**src/rtl/manch_pkg.sv**
```systemverilog
// Shared types and constants for the Manchester transmitter.
package manch_pkg;

  typedef enum logic [1:0] {
    IDLE,
    SEND_BIT,
    EOF
  } mtx_state_t;

  localparam logic IDLE_LEVEL = 1'b1;

endpackage

```
**src/rtl/manch_tx_half_bit_tick.sv**
```systemverilog
// Half-bit period generator: tick marks the last clock of each half-bit.
module half_bit_tick #(
  parameter int CLK_FREQ = 100_000_000,
  parameter int BIT_RATE = 50_000
) (
  input  logic clk,
  input  logic reset,
  input  logic clr,
  output logic tick
);

  localparam int HALF_CNT = CLK_FREQ / (2 * BIT_RATE);
  localparam int CNT_W    = (HALF_CNT > 1) ? $clog2(HALF_CNT) : 1;
  localparam logic [CNT_W-1:0] CNT_LAST = CNT_W'(HALF_CNT - 1);

  logic [CNT_W-1:0] cnt;

  always_ff @(posedge clk or posedge reset) begin
    if (reset) begin
      cnt <= '0;
    end else if (clr || (cnt == CNT_LAST)) begin
      cnt <= '0;
    end else begin
      cnt <= cnt + CNT_W'(1);
    end
  end

  assign tick = (cnt == CNT_LAST);

endmodule

```
**src/rtl/manch_tx.sv**
```systemverilog
// Double-buffered Manchester serial transmitter with end-of-frame marker.
module manch_tx
  import manch_pkg::*;
#(
  parameter int CLK_FREQ = 100_000_000,
  parameter int BIT_RATE = 50_000,
  parameter int EOF_BITS = 2
) (
  input  logic       clk,
  input  logic       reset,
  input  logic       send,
  input  logic [7:0] data,
  output logic       ready,
  output logic       txd,
  output logic       txen
);

  localparam int HALF_CNT = CLK_FREQ / (2 * BIT_RATE);
  localparam int EOF_LEN  = EOF_BITS * 2 * HALF_CNT;
  localparam int EOF_W    = $clog2(EOF_LEN);
  localparam logic [EOF_W-1:0] EOF_LAST = EOF_W'(EOF_LEN - 1);

  mtx_state_t       state;
  logic [7:0]       hold;
  logic             hold_full;
  logic [7:0]       shift;
  logic             half;
  logic [2:0]       bit_idx;
  logic [EOF_W-1:0] eof_cnt;

  logic tick;
  logic bit_end;
  logic last_bit;
  logic xfer;
  logic eof_entry;
  logic eof_done;
  logic tick_clr;

  half_bit_tick #(
    .CLK_FREQ(CLK_FREQ),
    .BIT_RATE(BIT_RATE)
  ) u_tick (
    .clk  (clk),
    .reset(reset),
    .clr  (tick_clr),
    .tick (tick)
  );

  always_comb begin
    bit_end   = (state == SEND_BIT) && tick && half;
    last_bit  = bit_end && (bit_idx == 3'd7);
    xfer      = hold_full && ((state == IDLE) || last_bit);
    eof_entry = last_bit && !hold_full;
    eof_done  = (state == EOF) && (eof_cnt == EOF_LAST);
    tick_clr  = xfer || eof_entry;
  end

  assign ready = ~hold_full;

  // Control: FSM, buffer flag, counters and registered line outputs
  always_ff @(posedge clk or posedge reset) begin
    if (reset) begin
      state     <= IDLE;
      hold_full <= 1'b0;
      half      <= 1'b0;
      bit_idx   <= 3'd0;
      eof_cnt   <= '0;
      txd       <= IDLE_LEVEL;
      txen      <= 1'b0;
    end else begin
      if (xfer) begin
        hold_full <= 1'b0;
      end else if (send && !hold_full) begin
        hold_full <= 1'b1;
      end

      if (xfer) begin
        state   <= SEND_BIT;
        half    <= 1'b0;
        bit_idx <= 3'd0;
        txd     <= ~hold[0];
        txen    <= 1'b1;
      end else begin
        case (state)
          SEND_BIT: begin
            if (tick) begin
              if (!half) begin
                half <= 1'b1;
                txd  <= shift[0];
              end else if (bit_idx == 3'd7) begin
                // hold is empty here, otherwise xfer would have fired
                state   <= EOF;
                half    <= 1'b0;
                eof_cnt <= '0;
                txd     <= IDLE_LEVEL;
              end else begin
                half    <= 1'b0;
                bit_idx <= bit_idx + 3'd1;
                txd     <= ~shift[1];
              end
            end
          end
          EOF: begin
            if (eof_done) begin
              state   <= IDLE;
              eof_cnt <= '0;
              txen    <= 1'b0;
            end else begin
              eof_cnt <= eof_cnt + EOF_W'(1);
            end
          end
          default: begin
            txd  <= IDLE_LEVEL;
            txen <= 1'b0;
          end
        endcase
      end
    end
  end

  // Data: holding and shift registers, no reset needed
  always_ff @(posedge clk) begin
    if (send && !hold_full) begin
      hold <= data;
    end
    if (xfer) begin
      shift <= hold;
    end else if (bit_end) begin
      shift <= shift >> 1;
    end
  end

endmodule

```
**config.mk**
```make
export PLATFORM = sky130hd
export DESIGN_NAME = manch_tx
export DESIGN_NICKNAME = d
export VERILOG_FILES = /design/src/rtl/manch_pkg.sv /design/src/rtl/manch_tx_half_bit_tick.sv /design/src/rtl/manch_tx.sv
export SDC_FILE = /design/constraint.sdc
export NUM_CORES = 1
export LEC_CHECK = 0
export ABC_AREA = 1
export CAP_MARGIN = 40
export CELL_PAD_IN_SITES_DETAIL_PLACEMENT = 0
export CELL_PAD_IN_SITES_GLOBAL_PLACEMENT = 1
export CORE_MARGIN = 4
export CORE_UTILIZATION = 48
export CTS_CLUSTER_DIAMETER = 150
export DETAILED_ROUTE_END_ITERATION = 8
export PLACE_DENSITY = 0.95
export SLEW_MARGIN = 20
export SYNTH_ARGS = -nofsm -noshare
export SYNTH_HDL_FRONTEND = slang
export SYNTH_HIERARCHICAL = 1
export SYNTH_SLANG_ARGS = --single-unit
```
**constraint.sdc**
```tcl
create_clock -name clk -period 6.8 [get_ports clk]
set_clock_uncertainty 0.15 [all_clocks]
set_input_delay 1.02 -clock clk [delete_from_list [all_inputs] [get_ports clk]]
set_output_delay 1.02 -clock clk [all_outputs]
set_load 0.005 [all_outputs]
```
==> impl_metrics.toml <==
[timing]
timing_hold_violations_final = 0
period_share_pct = 42.1
finalSetupViolCount = 0
timing.final.crit_period_ns = 2.86
slew_viol_final = 0
fmax_ghz = 0.349
final.setup.tns_ns = 0
tightest_slew_ns = 0.424
rsz0062_at_grt = "false"
maxSlewHeadroom_pct = 71.7
whs_ns = 0.335

[worst_setup_path]
cp-end-kind = "flop"
cp_max_fo = 20
start_kind = "flop"
path_common_cell = "nand2_1"
cp_slowest_cell = "dfrtp_1"
critPathMaxStageDelay_ns = 0.39
required_ns = 6.62
worstPathCellList = "ha_1 -> nand2_1 -> inv_2 -> nand2_1 -> nor3_1 -> nand2_1 -> inv_2 -> nand3_2 -> nand2_2 -> nand2_2 -> nand2_1"
worstPathArrival_ns = 2.68
critPathKind = "flop to flop"

[route]
vias = 1908
postRouteWirelength_um = 4390
ant_nets = 0
initialDrtViolationCount = 89
viasPerCell = 5.05
wire_per_inst_um = 11.6
dr.pass1.iters = 4
drc_errors = 0

[min_path]
hold_class = "flop to flop"

[synth]
ys_types = 27
synth_edf_count = 16
syn-cell-area_sq_um = 2470
ys_seq_elements = 47
synth_top_cells_by_area = "dfrtp_1 (30%), edfxtp_1 (19%), nand2_1 (14%)"
synth.top_cell.area_share_pct = 30.4
async_flop_share_pct = 66.0
yosys.area.top_type = "dfrtp_1"
synth_cells = 295
yosysMostFrequentCell = "nand2_1"
synthTopCellsByCount = "nand2_1 (95), inv_1 (31), dfrtp_1 (30)"
synth_ff_type = "dfrtp_1"
avgSynthCellArea_sq_um = 8.37
ys.warnings.count = 6
syn_nets = 310
ys_seq_area_share_pct = 50.9

[clock_tree]
cts_buffers = 5
clockBufferDepth = 2
cts_root_buffer = "clkbuf_8"
ctsHoldBuffers = 0
cts_resized = 0
post_cts_buffers = 0
clk_pin_slew_ns = 0.09
clk_latency_ns = 0.30
cts_sinks = 47
cts_max_level = 2
cts_tree = "built"

[power_and_ir_drop]
internal_power_mw = 0.374
ir_worst_vdd_uv = 139
power.switching_mw = 0.105
swShare_pct = 21.8
power.share.combinational_pct = 3.0
p_clk_share_pct = 35.2
p_leak_nw = 1.28
total_power_mw = 0.479
powerDensity_nw_per_um2 = 174
p_seq_share_pct = 61.9

[floorplan]
pin_count = 14
dieArea_sq_um = 6350
initial_core_util_pct = 50.9
die_x_um = 79.7
core_sq_um = 4850
core.rowCount = 25
die_y_um = 79.7

[grt]
grt_max_degree = 21
grt_pass1_vias = 1854
grt_pass1_wl_um = 8030
antenna_found_initial = 0
groute.usage.overall_pct = 15.8
overflow = 0

[placed_design]
gp_congestion = 0.787
io_buffers = 13
hpwl_um = 3320
place_area_sq_um = 2660

[run]
max_cap_viol_count = 0

[final_layout]
drive_gt1_share_pct = 12.5
diodes = 0
final_area_sq_um = 2750
syn_to_final_growth_pct = 11.3
final_nets = 325

[outcome]
status = "finished, final reports clean"
[routing by layer]
| metal | vias up | share of wire (%) | global-route usage, % |
|---|---|---|---|
| li1 | 981 | - | - |
| met1 | 888 | 47 | 19.6 |
| met2 | 33 | 48 | 27.4 |
| met3 | 6 | 3.8 | 4.40 |
| met4 | 0 | 0.89 | 3.61 |
| met5 | - | 0 | 0 |
[power groups by stage]
stage / clock network, mW / registers [mW] / logic, mW
after detailed placement: 0 / 0.302 / 0.0146
after global placement: 0 / 0.302 / 0.0124
after global routing: 0.188 / 0.297 / 0.0159
after CTS: 0.174 / 0.296 / 0.0146
after floorplan: 0 / 0.301 / 0.00575
final: 0.169 / 0.296 / 0.0142
[logic make-up (layout without fill, tap and decap cells)]
kind of cell / Yosys count / in the layout / share of synthesized area [%]
xor+xnor: 3 / 3 / 1.06
compound gates: 13 / 13 / 3.14
flops: 47 / 47 / 50.9
fa+ha+maj: 4 / 4 / 2.03
buf+inv: 41 / 57 / 7.40
simple gates: 187 / 187 / 35.4
[flip-flops by register name, summed over array words and instances (netlist names), 2 cells and up]
register and flops:
eof_cnt 12, state 2, u_tick/cnt 10, shift 8, bit_idx 3, hold 8
[per-stage QoR]
| step | util, % | instances | setup slack [ns] |
|---|---|---|---|
| 2_1_floorplan | - | 295 | 4.56 |
| 3_3_place_gp | 54.3 | 369 | 4.04 |
| 3_5_place_dp | 54.8 | 370 | 3.90 |
| 4_1_cts | 56.6 | 378 | 3.89 |
| 5_1_grt | 56.6 | 378 | 3.55 |
| 6_report | 56.6 | 378 | 3.94 |
[placed cells by master, fill, tap and decap left out]
master,Yosys,final
nand2_1,95,95
nor2_4,3,3
o211ai_1,4,4
nand2_4,1,1
edfxtp_1,16,16
inv_6,0,1
nor2_1,24,24
nand4_1,15,15
o21ai_0,4,4
o21bai_1,1,1
nand2_2,11,11
buf_16,0,1
a21oi_1,4,4
nor3_2,1,1
dfrtp_1,30,30
nand3_1,22,22
nor2_2,5,5
clkinv_2,0,2
nor3_1,5,5
inv_2,4,4
nand3_2,3,3
nand3b_1,1,1
dfstp_2,1,1
ha_1,4,4
or2_2,1,1
clkdlybuf4s50_1,0,13
inv_1,31,31
clkbuf_8,0,5
xor2_1,3,3
[final timing paths]
check	from	end	slack [ns]	cells after the start
min	u_tick/cnt[0]	u_tick/cnt[0]	0.33	1
max reg2reg	u_tick/cnt[0]	shift[0]	3.94	11
max in group asynchronous	reset	txd	5.22	3
min in group asynchronous	reset	eof_cnt[2]	0.82	2
max	u_tick/cnt[0]	shift[0]	3.94	11
min reg2reg	u_tick/cnt[0]	u_tick/cnt[0]	0.33	1
[worst max-delay path, delay by kind of cell, from the launching register on]
family                   cells  cell delay [ns]
AND/OR/NAND/NOR              8             1.56
flip-flops                   1             0.39
buffers and inverters        2             0.24
adder cells (fa/ha/maj)      1             0.18
[area by class of cell]
type / instances / area [sq um]
Timing Repair Buffer: 14 / 158
Clock inverter: 3 / 18.8
Fill cell: 447 / 2100
Tap cell: 67 / 83.8
Sequential cell: 47 / 1260
Multi-Input combinational cell: 207 / 1030
Clock buffer: 5 / 68.8
Inverter: 35 / 131
(Power assumes the default switching activity.)
